`config.mk`:
```
export PLATFORM = sky130hd
export DESIGN_NAME = reg_write_arbiter
export DESIGN_NICKNAME = d
export VERILOG_FILES = /design/src/rtl/reg_write_arbiter_pkg.sv /design/src/rtl/reg_write_arbiter_starve_counter.sv /design/src/rtl/reg_write_arbiter.sv
export SDC_FILE = /design/constraint.sdc
export NUM_CORES = 1
export LEC_CHECK = 0
export BUFFER_PORTS_ARGS = -buffer_cell sky130_fd_sc_hd__clkbuf_2
export CAP_MARGIN = 10
export CORE_ASPECT_RATIO = 0.9
export CORE_MARGIN = 2
export CORE_UTILIZATION = 40
export DETAILED_ROUTE_END_ITERATION = 12
export GPL_TIMING_DRIVEN = 1
export PLACE_DENSITY_LB_ADDON = 0.12
export SETUP_SLACK_MARGIN = 0.2
export SYNTH_ARGS = -nofsm -noshare
export SYNTH_HDL_FRONTEND = slang
export SYNTH_HIERARCHICAL = 1
export SYNTH_SLANG_ARGS = --single-unit
```
`constraint.sdc`:
```
create_clock -name clock -period 1.4 [get_ports clock]
set_input_delay 0.21 -clock clock [delete_from_list [all_inputs] [get_ports clock]]
set_output_delay 0.21 -clock clock [all_outputs]
set_load 0.02 [all_outputs]
```
`src/rtl/reg_write_arbiter_pkg.sv`:
```
// rtl/reg_write_arbiter_pkg.sv - shared types and widths for the register-file write arbiter
package reg_write_arbiter_pkg;

    localparam int REG_ID_W = 5;
    localparam int DATA_W   = 32;
    localparam logic [REG_ID_W-1:0] ZERO_REG = '0;
    localparam int STARVE_CNT_W = 4;

    typedef enum logic [0:0] {
        NORMAL   = 1'b0,
        OVERRIDE = 1'b1
    } arb_state_e;

    function automatic logic is_zero_reg(input logic [REG_ID_W-1:0] id);
        return id == ZERO_REG;
    endfunction

endpackage

```
`src/rtl/reg_write_arbiter_starve_counter.sv`:
```
// rtl/reg_write_arbiter_starve_counter.sv - saturating stall counter with clear and terminal-count flag
module starve_counter
    import reg_write_arbiter_pkg::*;
#(
    parameter int LIMIT = 3
) (
    input  logic clock,
    input  logic reset_n,
    input  logic inc,
    input  logic clr,
    output logic terminal
);

    localparam logic [STARVE_CNT_W-1:0] TERM_CNT = STARVE_CNT_W'(LIMIT - 1);
    localparam logic [STARVE_CNT_W-1:0] MAX_CNT  = '1;

    logic [STARVE_CNT_W-1:0] count;

    // Clear wins over increment so entering OVERRIDE restarts the count from zero.
    always_ff @(posedge clock or negedge reset_n) begin
        if (!reset_n) begin
            count <= '0;
        end else if (clr) begin
            count <= '0;
        end else if (inc && (count != MAX_CNT)) begin
            count <= count + 1'b1;
        end
    end

    assign terminal = (count == TERM_CNT);

endmodule

```
`src/rtl/reg_write_arbiter.sv`:
```
// rtl/reg_write_arbiter.sv - two-requester register-file write arbiter with starvation override
module reg_write_arbiter
    import reg_write_arbiter_pkg::*;
#(
    parameter int STARVE_LIMIT = 3
) (
    input  logic                clock,
    input  logic                reset_n,
    input  logic                wb_valid,
    input  logic [REG_ID_W-1:0] wb_id,
    input  logic [DATA_W-1:0]   wb_value,
    output logic                wb_ready,
    input  logic                mc_valid,
    input  logic [REG_ID_W-1:0] mc_id,
    input  logic [DATA_W-1:0]   mc_value,
    output logic                mc_ready,
    output logic                control_reg_write,
    output logic [REG_ID_W-1:0] control_write_id,
    output logic [DATA_W-1:0]   reg_write_value,
    output logic                wb_stall
);

    arb_state_e state;
    arb_state_e state_next;

    logic wb_xfer;
    logic mc_xfer;
    logic mc_stalled;
    logic starve_term;
    logic enter_override;

    always_ff @(posedge clock or negedge reset_n) begin
        if (!reset_n) begin
            state <= NORMAL;
        end else begin
            state <= state_next;
        end
    end

    // OVERRIDE only ever lasts one cycle: requester 1 either transfers or has dropped valid.
    always_comb begin
        state_next = state;
        case (state)
            NORMAL:   if (enter_override) state_next = OVERRIDE;
            OVERRIDE: state_next = NORMAL;
            default:  state_next = NORMAL;
        endcase
    end

    always_comb begin
        wb_ready = 1'b1;
        mc_ready = 1'b0;
        case (state)
            NORMAL: begin
                wb_ready = 1'b1;
                mc_ready = ~wb_valid;
            end
            OVERRIDE: begin
                mc_ready = 1'b1;
                wb_ready = ~mc_valid;
            end
            default: begin
                wb_ready = 1'b1;
                mc_ready = ~wb_valid;
            end
        endcase
    end

    assign wb_stall       = wb_valid & ~wb_ready;
    assign wb_xfer        = wb_valid & wb_ready;
    assign mc_xfer        = mc_valid & mc_ready;
    assign mc_stalled     = (state == NORMAL) & mc_valid & ~mc_ready;
    assign enter_override = mc_stalled & starve_term;

    starve_counter #(
        .LIMIT (STARVE_LIMIT)
    ) u_starve_counter (
        .clock    (clock),
        .reset_n  (reset_n),
        .inc      (mc_stalled),
        .clr      (mc_xfer | ~mc_valid | enter_override),
        .terminal (starve_term)
    );

    // Id-0 transfers are accepted but leave the write port untouched.
    always_ff @(posedge clock or negedge reset_n) begin
        if (!reset_n) begin
            control_reg_write <= 1'b0;
            control_write_id  <= '0;
            reg_write_value   <= '0;
        end else if (wb_xfer && !is_zero_reg(wb_id)) begin
            control_reg_write <= 1'b1;
            control_write_id  <= wb_id;
            reg_write_value   <= wb_value;
        end else if (mc_xfer && !is_zero_reg(mc_id)) begin
            control_reg_write <= 1'b1;
            control_write_id  <= mc_id;
            reg_write_value   <= mc_value;
        end else begin
            control_reg_write <= 1'b0;
        end
    end

endmodule

```
# Yosys cells after proc, flatten, opt, wreduce, memory -nomap -nowiden
# Cells that the tools add are included.
[word_totals]
register_bits = 43
inputBits = 78
out_inout_bits = 41
elab_cells = 42
[op_classes]
n_addsub = 1
n_eq_ne = 2
muxes = 12
bitwise = 13
n_reduce_logical = 9
[ops]
columns = ["cell", "count"]
rows = [
  ["$mux 32", 2],
  ["$logic_not 5->1", 2],
  ["$mux 5", 2],
  ["$mux 4", 2],
  ["$and 1x1->1", 6],
  ["$pmux 1 s2", 3],
  ["$not 1->1", 5],
  ["$add 4x1->4 const B", 1],
  ["$eq 4x2->1 const B", 1],
  ["$ne 4x4->1 const B", 1],
  ["$reduce_bool 2->1", 2],
  ["$logic_and 1x1->1", 3],
  ["$mux 1", 3],
  ["$logic_not 1->1", 2],
  ["$or 1x1->1", 2],
]

# Logic depth before layout (Yosys ltp)
[logic_depth]
depth_word = 7
mapped_depth = 6
depth_no_buf = 6

# Modules after synthesis
# The synthesis kept the hierarchy.
[modules_own_cells]
columns = ["module", "n_inst", "cells_each", "area_each_um2", "seq_area_each_um2"]
rows = [
  ["reg_write_arbiter", 1, 210, 1864.3, 975.9],
  ["starve_counter", 1, 23, 251.5, 100.1],
]

# Worst setup path after synthesis
# Ideal clock, no wire load.
[synth_timing]
path_type = "input to register"
start = "input mc_id[2]"
end = "register control_write_id[2]"
setup_ns = 0.125
arrival_time_ns = 1.456
t_required_ns = 1.275
path_slack_ns = -0.181
cell_stages = 4
path_buffers = 0
path_cell_list = "or4_4 o211ai_4 nand2_4 mux2_4"
[synth_via]
elab_chain_cells = 4
elab_cells_between_ends = 6
cone_classes = "mux (2); reduce/logical (4)"
[synth_lines]
columns = ["item", "line", "source"]
rows = [
  ["start, declared", "reg_write_arbiter.sv:14", "input logic [REG_ID_W-1:0] mc_id,"],
  ["$logic_not 5->1", "reg_write_arbiter_pkg.sv:15", "return id == ZERO_REG;"],
  ["$logic_not 1->1", "reg_write_arbiter.sv:95", "end else if (mc_xfer && !is_zero_reg(mc_id)) begin"],
  ["$logic_and 1x1->1", "reg_write_arbiter.sv:95", ""],
  ["$reduce_bool 2->1 (no source line)", "-", ""],
  ["end signal, assigned", "reg_write_arbiter.sv:93", "control_write_id <= wb_id;"],
  ["end signal, assigned", "reg_write_arbiter.sv:97", "control_write_id <= mc_id;"],
  ["end, declared", "reg_write_arbiter.sv:18", "output logic [REG_ID_W-1:0] control_write_id,"],
]
# Parallel ways exist; a longest one is shown, timed or not. The select of a mux whose other input is x is not followed.
# A chain may end at the register's enable or synchronous reset.

# Final worst setup path
[layout_timing]
start = "register u_starve_counter.count[0]"
end = "register u_starve_counter.count[0]"
[layout_via]
elab_chain_cells = 4
elab_cells_between_ends = 9
cone_classes = "add/sub (1); eq/ne (2); mux (2); bitwise (2); reduce/logical (2)"
[layout_lines]
columns = ["item", "line", "source"]
rows = [
  ["start, declared", "reg_write_arbiter_starve_counter.sv:17", "logic [STARVE_CNT_W-1:0] count;"],
  ["start signal, assigned", "reg_write_arbiter_starve_counter.sv:26", "count <= count + 1'b1;"],
  ["$eq 4x2->1 *", "reg_write_arbiter_starve_counter.sv:30", "assign terminal = (count == TERM_CNT);"],
  ["named net starve_term", "reg_write_arbiter.sv:29", "logic starve_term;"],
  ["$and 1x1->1 *", "reg_write_arbiter.sv:73", "assign enter_override = mc_stalled & starve_term;"],
  ["$or 1x1->1 *", "reg_write_arbiter.sv:81", ".clr (mc_xfer | ~mc_valid | enter_override),"],
  ["$mux 4 / $reduce_bool 2->1 (equally long branches)", "-", ""],
]
# The timed path passes the listed nets; every way through them passes the cells marked *. The select of a mux whose other input is x is not followed.

==> results by group <==
Power and ir drop
  • Max VDD drop: 0.000857 V
  • Power per standard cell area: 996 nW/um2
  • Leakage: approximately 1.7 nW

Status
  • Status: finished, violations left
  • Failing checks: negative setup slack

Floorplanning
  • Die Wd: 80.7 um
  • Chip height: between 70 and 80 um
  • Die ar.: 5890 um2
  • Row count: 25
  • Initial Util: between 40% and 50%
  • Core Region: 5190 um2
  • Io pins: 119

STA
  • Fin crit period: ~1.4 ns
  • Final Max Tran Viols: 0
  • Worst Clk Skew: approximately 0.0047 ns
  • Slew headroom: 77.4%
  • Fmax: a little under 700 MHz
  • Final Setup Violations: 7
  • Final hold violations: 0
  • Final setup TNS: -0.168 ns
  • Tightest Pin Transition: 0.338 ns
  • Fin crit share: 103%
  • RSZ-0062 raised after global routing: true
  • Fin worst setup slack: -0.0416 ns

Drt
  • Drt via density: between 4 and 5
  • Via count: 2172
  • Drt drc: 0
  • DRT antenna net count: 0
  • WL final: 6110 um
  • Total iterations of the first detailed-routing run: 4
  • 1st-iter DRT viols: 67
  • Post-DR wirelength/cell: approximately 14 um

Finish
  • Commonest non-fill, non-tap cell in the layout: clkbuf_2
  • Share of cells above drive strength 1: about 54%
  • Design Area, Final: approximately 3300 um2
  • Filler cells: around 470
  • Ant diodes: 0
  • Area Overhead vs Synth: 58.1%
  • Commonest non-fill, non-tap cells in the layout: clkbuf_2 (114), nand2_1 (51), dfrtp_1 (42)
  • Nets: between 400 and 500

Yosys
  • Netlist cell types: 35
  • Main synth FF type: dfrtp_1
  • Syn Area/Cell: between 9 and 10 um2
  • Synth Net Count: around 310
  • Asr flop ratio synth: 100%
  • Ys Warns: 6
  • Flip-flop and latch count after synthesis: 43
  • Post-Syn Area: between 2000 and 2500 um2
  • Number of enable flip-flop cells after synthesis: 0
  • Register area share after synthesis: just over 50%
  • Mapped Cells: around 230

Place
  • Setup slack at placement: -0.361 ns
  • GPL Wtd Cong: ~0.8
  • Port Buffer Count: between 100 and 150
  • DPL Wire Length: approximately 4100 um
  • Post-placement cell area: just under 3000 um2

Setup path
  • CP max stage cell: dfrtp_1
  • Signal arrival time at the worst endpoint: about 1.6 ns
  • CP max stage delay: ~0.42 ns
  • Crit path cell chain: inv_2 > ha_1 > nor3b_4 > nand2b_4 > nor2_1 > mux2_4
  • Worst path required time: roughly 1.6 ns
  • Critical path peak fanout: 5
  • Worst setup SP type: flop
  • Delay-heaviest family, CP: flip-flops
  • CP bufs+invs: 1
  • Critical Path Sink Type: flop
  • Setup CP Type: reg -> reg

Global route
  • First-pass GRT wire length: 9380 um
  • Vias in the first global route: 2034
  • Busiest grt layer: met2
  • Met2 GRT Util: between 30 and 40%
  • Overflow after GRT: 0
  • Met3 GRT Util: between 5 and 6%
  • Largest net degree at the start of global routing: 44
  • Initial antenna violation count: 0
  • GRT Total Usage: about a fifth
  • M1 GR Usage: roughly 28%

Clock network
  • CTS sink cnt: 43
  • Reg clk slew, reported paths: around 0.08 ns
  • Clock Latency Late Sink: 0.29 ns
  • H-Tree Depth: 2
  • Root Buffer: clkbuf_8
  • Num CTS Buffers: 5
  • CTS tree: built
  • CTS max path bufs: 2

Min path
  • Hold crit path type: in -> reg

Job
  • MaxCap Viol Count: 0
metal layers:
| metal | wire, um | share of wire [%] |
|---|---|---|
| met1 | 2830 | 46 |
| met2 | 2750 | 45 |
| met3 | 459 | 7.5 |
| met4 | 76 | 1.2 |
| met5 | 0 | 0 |
cells in the mapped netlist, drive strengths merged (2+ instances only):
| library cell | n | share of area, % |
|---|---|---|
| a31oi | 32 | 9.5 |
| or4 | 2 | 0.89 |
| inv | 2 | 0.35 |
| a21oi | 2 | 0.47 |
| nor2b | 3 | 1.2 |
| nand2 | 70 | 13 |
| and3 | 3 | 1.1 |
| a22o | 2 | 0.89 |
| buf | 10 | 3.7 |
| a2bb2oi | 3 | 1.2 |
| ha | 2 | 1.2 |
| o21ai | 5 | 1.4 |
| clkbuf | 4 | 0.71 |
| mux2 | 4 | 2.8 |
| nor2 | 35 | 6.2 |
| dfrtp | 43 | 51 |
state kept, by name, indices dropped and copies added, names as in the netlist:
signal                  flops
control_reg_write           1
state                       1
reg_write_value            32
control_write_id            5
u_starve_counter/count      4
logic make-up after synthesis:
kind of cell	synth area share, %
compound gates	15.8
buf+inv	4.79
simple gates	24.5
flops	50.9
fa+ha+maj	1.18
mux	2.84
final timing paths:
path,from,endpoint,slack [ns],depth (start not counted)
max in group asynchronous,reset_n,state,0.75,3
worst max register to register,u_starve_counter/count[0],u_starve_counter/count[0],-0.04,6
min in group asynchronous,reset_n,reg_write_value[16],0.43,3
worst min-delay path,mc_value[27],reg_write_value[27],0.14,3
worst max-delay path,u_starve_counter/count[0],u_starve_counter/count[0],-0.04,6
worst min register to register,reg_write_value[16],reg_write_value[16],0.53,2
area by class of cell:
| type | count | area (um2) | share of cell area (%) |
|---|---|---|---|
| multi-input combinational | 174 | 1080 | 32.3 |
| sequential | 43 | 1080 | 32.2 |
| timing repair buffer | 149 | 978 | 29.3 |
| tap | 67 | 83.8 | 2.51 |
| clock buffer | 6 | 82.6 | 2.47 |
| clock inverter | 2 | 35.0 | 1.05 |
| inverter | 2 | 7.51 | 0.224 |
what timing repair did:
item / CTS / global route
hold endpoints to repair: 43 / 0
setup buffers: 6 / 2
pin swaps: 3 / 4
setup endpoints to repair: 44 / 45
gates cloned: 1 / 2
resized for setup: 31 / 18
hold buffers: 1 / 0
worst min-delay path: stages:
cell      delay [ns]
clkbuf_2        0.08
nand2_1         0.04
a31oi_1         0.07
metrics by stage:
step / utilization [%] / total power, mW / hold WS, ns / cells
2_1_floorplan: - / 1.89 / -0.0856 / 233
3_3_place_gp: 55.9 / 2.24 / 0.210 / 423
3_5_place_dp: 55.9 / 2.24 / 0.209 / 423
4_1_cts: 62.0 / 3.32 / 0.137 / 439
5_1_grt: 64.4 / 3.51 / 0.143 / 443
6_report: 64.4 / 3.33 / 0.141 / 443
power breakdown:
| group | total (mW) | internal [mW] | switching (mW) |
|---|---|---|---|
| Clock | 1.00 | 0.577 | 0.426 |
| Sequential | 1.45 | 1.37 | 0.0803 |
| Combinational | 0.883 | 0.398 | 0.485 |
| Total | 3.33 | 2.34 | 0.992 |
No activity file was read; power rests on OpenSTA's default activity.
